<file path="src/rtl/input_conditioner.sv">
// input_conditioner: synchronise, debounce and latch button presses as move requests with left/right auto-repeat
module input_conditioner #(
  parameter int DEBOUNCE_CYCLES = 1000000,
  parameter int REPEAT_DELAY    = 15000000,
  parameter int REPEAT_PERIOD   = 5000000,
  parameter int CNT_W           = 24
) (
  input  logic clk,
  input  logic reset_n,
  input  logic btn_left,
  input  logic btn_right,
  input  logic btn_rotate,
  input  logic enable,
  input  logic consume,
  output logic left,
  output logic right,
  output logic rotate,
  output logic any_pending
);
  logic [2:0] raw, ev;
  assign raw = {btn_rotate, btn_right, btn_left};
  genvar i;
  generate
    for (i = 0; i < 3; i++) begin : g_btn
      logic s1, s2, stable, stable_q, press;
      logic [CNT_W-1:0] db_cnt;
      always_ff @(posedge clk)
        if (!reset_n) begin
          s1       <= 1'b0;
          s2       <= 1'b0;
          stable   <= 1'b0;
          stable_q <= 1'b0;
          db_cnt   <= '0;
        end else begin
          s1       <= raw[i];
          s2       <= s1;
          stable_q <= stable;
          if (s2 == stable) db_cnt <= '0;
          else if (db_cnt == CNT_W'(DEBOUNCE_CYCLES - 1)) begin
            stable <= s2;
            db_cnt <= '0;
          end else db_cnt <= db_cnt + 1'b1;
        end
      assign press = stable & ~stable_q;
      if (i < 2) begin : g_rep
        typedef enum logic {IDLE, HELD} state_t;
        state_t state, state_n;
        logic phase, phase_n, rep;
        logic [CNT_W-1:0] rcnt, rcnt_n;
        always_ff @(posedge clk)
          if (!reset_n) begin
            state <= IDLE;
            phase <= 1'b0;
            rcnt  <= '0;
          end else begin
            state <= state_n;
            phase <= phase_n;
            rcnt  <= rcnt_n;
          end
        // phase 0 waits for the initial delay, phase 1 for each further period
        always_comb begin
          state_n = state;
          phase_n = phase;
          rcnt_n  = rcnt + 1'b1;
          rep     = 1'b0;
          if (!enable || !stable || state == IDLE) begin
            state_n = (enable && press) ? HELD : IDLE;
            phase_n = 1'b0;
            rcnt_n  = '0;
          end else if (rcnt == (phase ? CNT_W'(REPEAT_PERIOD - 1) : CNT_W'(REPEAT_DELAY - 1))) begin
            rep     = 1'b1;
            phase_n = 1'b1;
            rcnt_n  = '0;
          end
        end
        assign ev[i] = press | rep;
      end else begin : g_norep
        assign ev[i] = press;
      end
    end
  endgenerate
  // a new event always beats consume; simultaneous left+right cancel each other
  always_ff @(posedge clk)
    if (!reset_n || !enable) begin
      left   <= 1'b0;
      right  <= 1'b0;
      rotate <= 1'b0;
    end else begin
      left   <= ev[0] ? ~ev[1] : ~ev[1] & ~consume & left;
      right  <= ev[1] ? ~ev[0] : ~ev[0] & ~consume & right;
      rotate <= ev[2] | (~consume & rotate);
    end
  assign any_pending = left | right | rotate;
endmodule

</file>
<file path="config.mk">
export PLATFORM = sky130hd
export DESIGN_NAME = input_conditioner
export DESIGN_NICKNAME = d
export VERILOG_FILES = /design/src/rtl/input_conditioner.sv
export SDC_FILE = /design/constraint.sdc
export NUM_CORES = 1
export LEC_CHECK = 0
export BUFFER_PORTS_ARGS = -buffer_cell sky130_fd_sc_hd__buf_2
export CAP_MARGIN = 40
export CORE_UTILIZATION = 40
export DETAILED_ROUTE_END_ITERATION = 8
export PLACE_DENSITY = 0.62
export SLEW_MARGIN = 20
export SYNTH_ARGS = -nofsm -noshare
export SYNTH_HDL_FRONTEND = slang
export SYNTH_SLANG_ARGS = --single-unit
</file>
<file path="constraint.sdc">
create_clock -name clk -period 1.8 [get_ports clk]
set_clock_uncertainty 0.15 [all_clocks]
set_input_delay 0 -clock clk [delete_from_list [all_inputs] [get_ports clk]]
set_output_delay 0 -clock clk [all_outputs]
set_load 0.02 [all_outputs]
</file>
==> impl_metrics.csv <==
group,metric,value,unit
run_status,status,"finished with violations",
run_status,violations,"negative setup slack",
die,rows,44,
final_layout,nets,815,
grt,grt_pass1_wl,22600,µm
grt,grt_max_degree,25,
timing,rsz0062_at_grt,"true",
die,initial_core_util,41.4,%
die,die_h,125,µm
die,ios,11,
drt,drtIter0Drc,250,
pwr,pwr_density_cell,746,nW/µm²
critical_path,start_kind,"register",
drt,remaining_drc_errors,0,
grt,antenna_found_initial,1,
drt,vias_per_cell,5.12,
clocking,clk_pin_slew_worst_paths,0.05,ns
grt,grt.total_usage,17.8,%
timing,relSlewSlack,76.4,%
min_path,hp-start,"reset_n",
timing,worst_pin_slew,0.351,ns
pwr,worst_ir_drop_vdd,0.686,mV
clocking,clock-sinks,139,
synth,syn_nets,697,
clocking,ctsLongestPathBuffers,2,
final_layout,layout_commonest_cell,"dfxtp_1",
min_path,hold_path_depth,5,
pwr,leakage,2.94,nW
die,dieArea,15700,µm²
critical_path,rr_startpoint,"g_btn[0].db_cnt[1]",
drt,routedWlPerCell,13.8,µm
final_layout,diodes,0,
critical_path,endpoint_kind,"register",
placed_design,port_buffers,10,
drt,wl,13800,µm
synth,ys_types,37,
die,die_w,125,µm
critical_path,r2r_slack,-0.05,ns
timing,setup_ws,-0.0517,ns
synth,syn_area_per_cell,8.89,µm²
timing,finalSetupViolations,32,
placed_design,preCtsSetupSlack,-0.147,ns
synth,postSynthCellCount,685,
synth,syn-cell-area,6090,µm²
critical_path,reg2regPathDepth,7,
timing,tns,-0.727,ns
die,placeableCoreArea,14700,µm²
drt,num_vias,5115,
job,max-cap-violations,0,
critical_path,worst_ep_required_time,1.95,ns
clocking,clk_latency,0.42,ns
final_layout,area_growth_syn_to_layout,37.0,%
final_layout,final_cell_mix,"dfxtp_1 (110), nor2_1 (106), buf_4 (82)",
min_path,hold-path-endpoint,"g_btn[2].db_cnt[0]",
placed_design,hpwl,8770,µm
synth,yosys_warnings,0,
drt,firstDrtPassIters,6,
final_layout,final_core_util,56.7,%
timing,slew_violations,0,
critical_path,path_max_fanout,4,
critical_path,setup.worst_path.class,"register to register",
timing,max_freq,540,MHz
critical_path,cp_data_arrival_time,2.01,ns
synth,yosysSeqAreaShare,45.7,%
critical_path,rr_endpoint,"g_btn[0].db_cnt[22]",
timing,period_minus_slack,1.85,ns
timing,hold_viol,0,
clocking,numCtsBuffers,17,
final_layout,fillerInstances,1248,
grt,grt_pass1_vias,5052,
clocking,htree_levels,4,
placed_design,gp_congestion,0.775,
min_path,hp-class,"input pin to register",
drt,ant_nets,0,
final_layout,drive_above_1_share,31.2,%
clocking,cts-root-buf,"clkbuf_16",
clocking,cts_tree,"built",
synth,ys_ff_latch,139,
grt,overflow,0,
timing,hold_ws,0.0749,ns
timing,fin_crit_sh,103,%
-- routing by layer --
layer | wire (µm) | GRT usage [%] | vias to the layer above
met5 | 0 | 0 | -
met4 | 266 | 7.32 | 0
met3 | 531 | 5.09 | 25
met2 | 7020 | 31.4 | 72
met1 | 6020 | 20.2 | 2460
li1 | - | - | 2558
-- layout make-up --
class,count,area (µm²),share of cell area (%)
clock buffer,22,464,5.57
clock inverter,9,48.8,0.585
inverter,17,63.8,0.765
multi-input combinational,507,3670,44.1
sequential,139,2830,33.9
tap,184,230,2.76
timing repair buffer,121,1030,12.3
-- through the flow --
step | cells | area [µm²] | total power, W
6_report | 999 | 8340 | 0.00622
5_1_grt | 999 | 8340 | 0.00642
4_1_cts | 987 | 7720 | 0.00627
3_5_place_dp | 936 | 6900 | 0.00321
3_3_place_gp | 936 | 6900 | 0.00321
2_1_floorplan | 685 | 6140 | 0.00318
-- where the power goes --
group	internal [W]	switching [W]
sequential	0.00308	0.00000398
clock	0.00180	0.00125
combinational	0.0000452	0.0000433
total	0.00493	0.00130
-- synthesized netlist by cell type, drive strengths merged --
master,count,share of area (%)
a2111oi,1,0.25
a21oi,5,0.41
a22oi,1,0.12
and2,18,1.8
and3,21,2.2
and4,15,2.2
and4b,1,0.16
buf,11,1.4
clkbuf,11,0.68
dfxtp,139,46
ha,5,1.0
inv,17,1.0
mux2i,4,0.66
nand2,36,2.2
nand2b,3,0.31
nand3,46,3.8
nand3b,3,0.37
nand4,36,3.7
nand4b,1,0.14
nor2,141,8.7
nor2b,8,0.82
nor3,10,0.82
nor4,15,1.8
nor4b,9,1.4
nor4bb,5,0.82
o2111ai,1,0.14
o21ai,2,0.16
o41ai,1,0.14
or2,2,0.21
or3,2,0.21
or4b,1,0.16
xnor2,36,5.2
xor2,78,11
-- state kept, by name (all words and copies together) (netlist names) --
| register | cells |
|---|---|
| g_btn.db_cnt | 72 |
| g_btn.g_rep.phase | 2 |
| g_btn.g_rep.rcnt | 48 |
| g_btn.g_rep.state | 2 |
| g_btn.s1 | 3 |
| g_btn.s2 | 3 |
| g_btn.stable | 3 |
| g_btn.stable_q | 3 |
| left | 1 |
| right | 1 |
| rotate | 1 |
-- cell families after synthesis --
logic type | after synthesis | synth area share [%]
AO/OA/AOI/OAI | 11 | 1.23
XOR/XNOR | 114 | 16.4
adder cells (fa/ha/maj) | 5 | 1.03
buffers and inverters | 39 | 3.12
flip-flops | 139 | 45.7
multiplexers | 4 | 0.658
AND/OR/NAND/NOR | 373 | 31.8
-- worst max-delay path, stage by stage (launching register included) --
cell	delay, ns
dfxtp_2	0.36
ha_4	0.14
and3_4	0.20
and4_4	0.24
buf_4	0.13
nand4_1	0.17
xor2_2	0.29
nor2_4	0.06
-- worst max path at each step --
stage | startpoint | end | slack [ns]
2_1_floorplan | g_btn[1].db_cnt[0] | g_btn[1].db_cnt[15] | -0.08
3_3_place_gp | g_btn[0].g_rep.phase | left | -0.08
3_5_place_dp | g_btn[0].g_rep.phase | left | -0.15
4_1_cts | g_btn[0].g_rep.rcnt[16] | left | -0.04
5_1_grt | g_btn[0].g_rep.rcnt[19] | g_btn[0].g_rep.rcnt[3] | -0.12
6_report | g_btn[0].db_cnt[1] | g_btn[0].db_cnt[22] | -0.05
-- what timing repair did --
action,CTS,global route
cloned,4,3
hold buffers,13,0
resized for setup,37,125
endpoints found under the hold margin,19,0
setup endpoints to repair,72,126
setup buffers,3,9
pin swaps,30,45
Power figures use the tool's default switching activity.
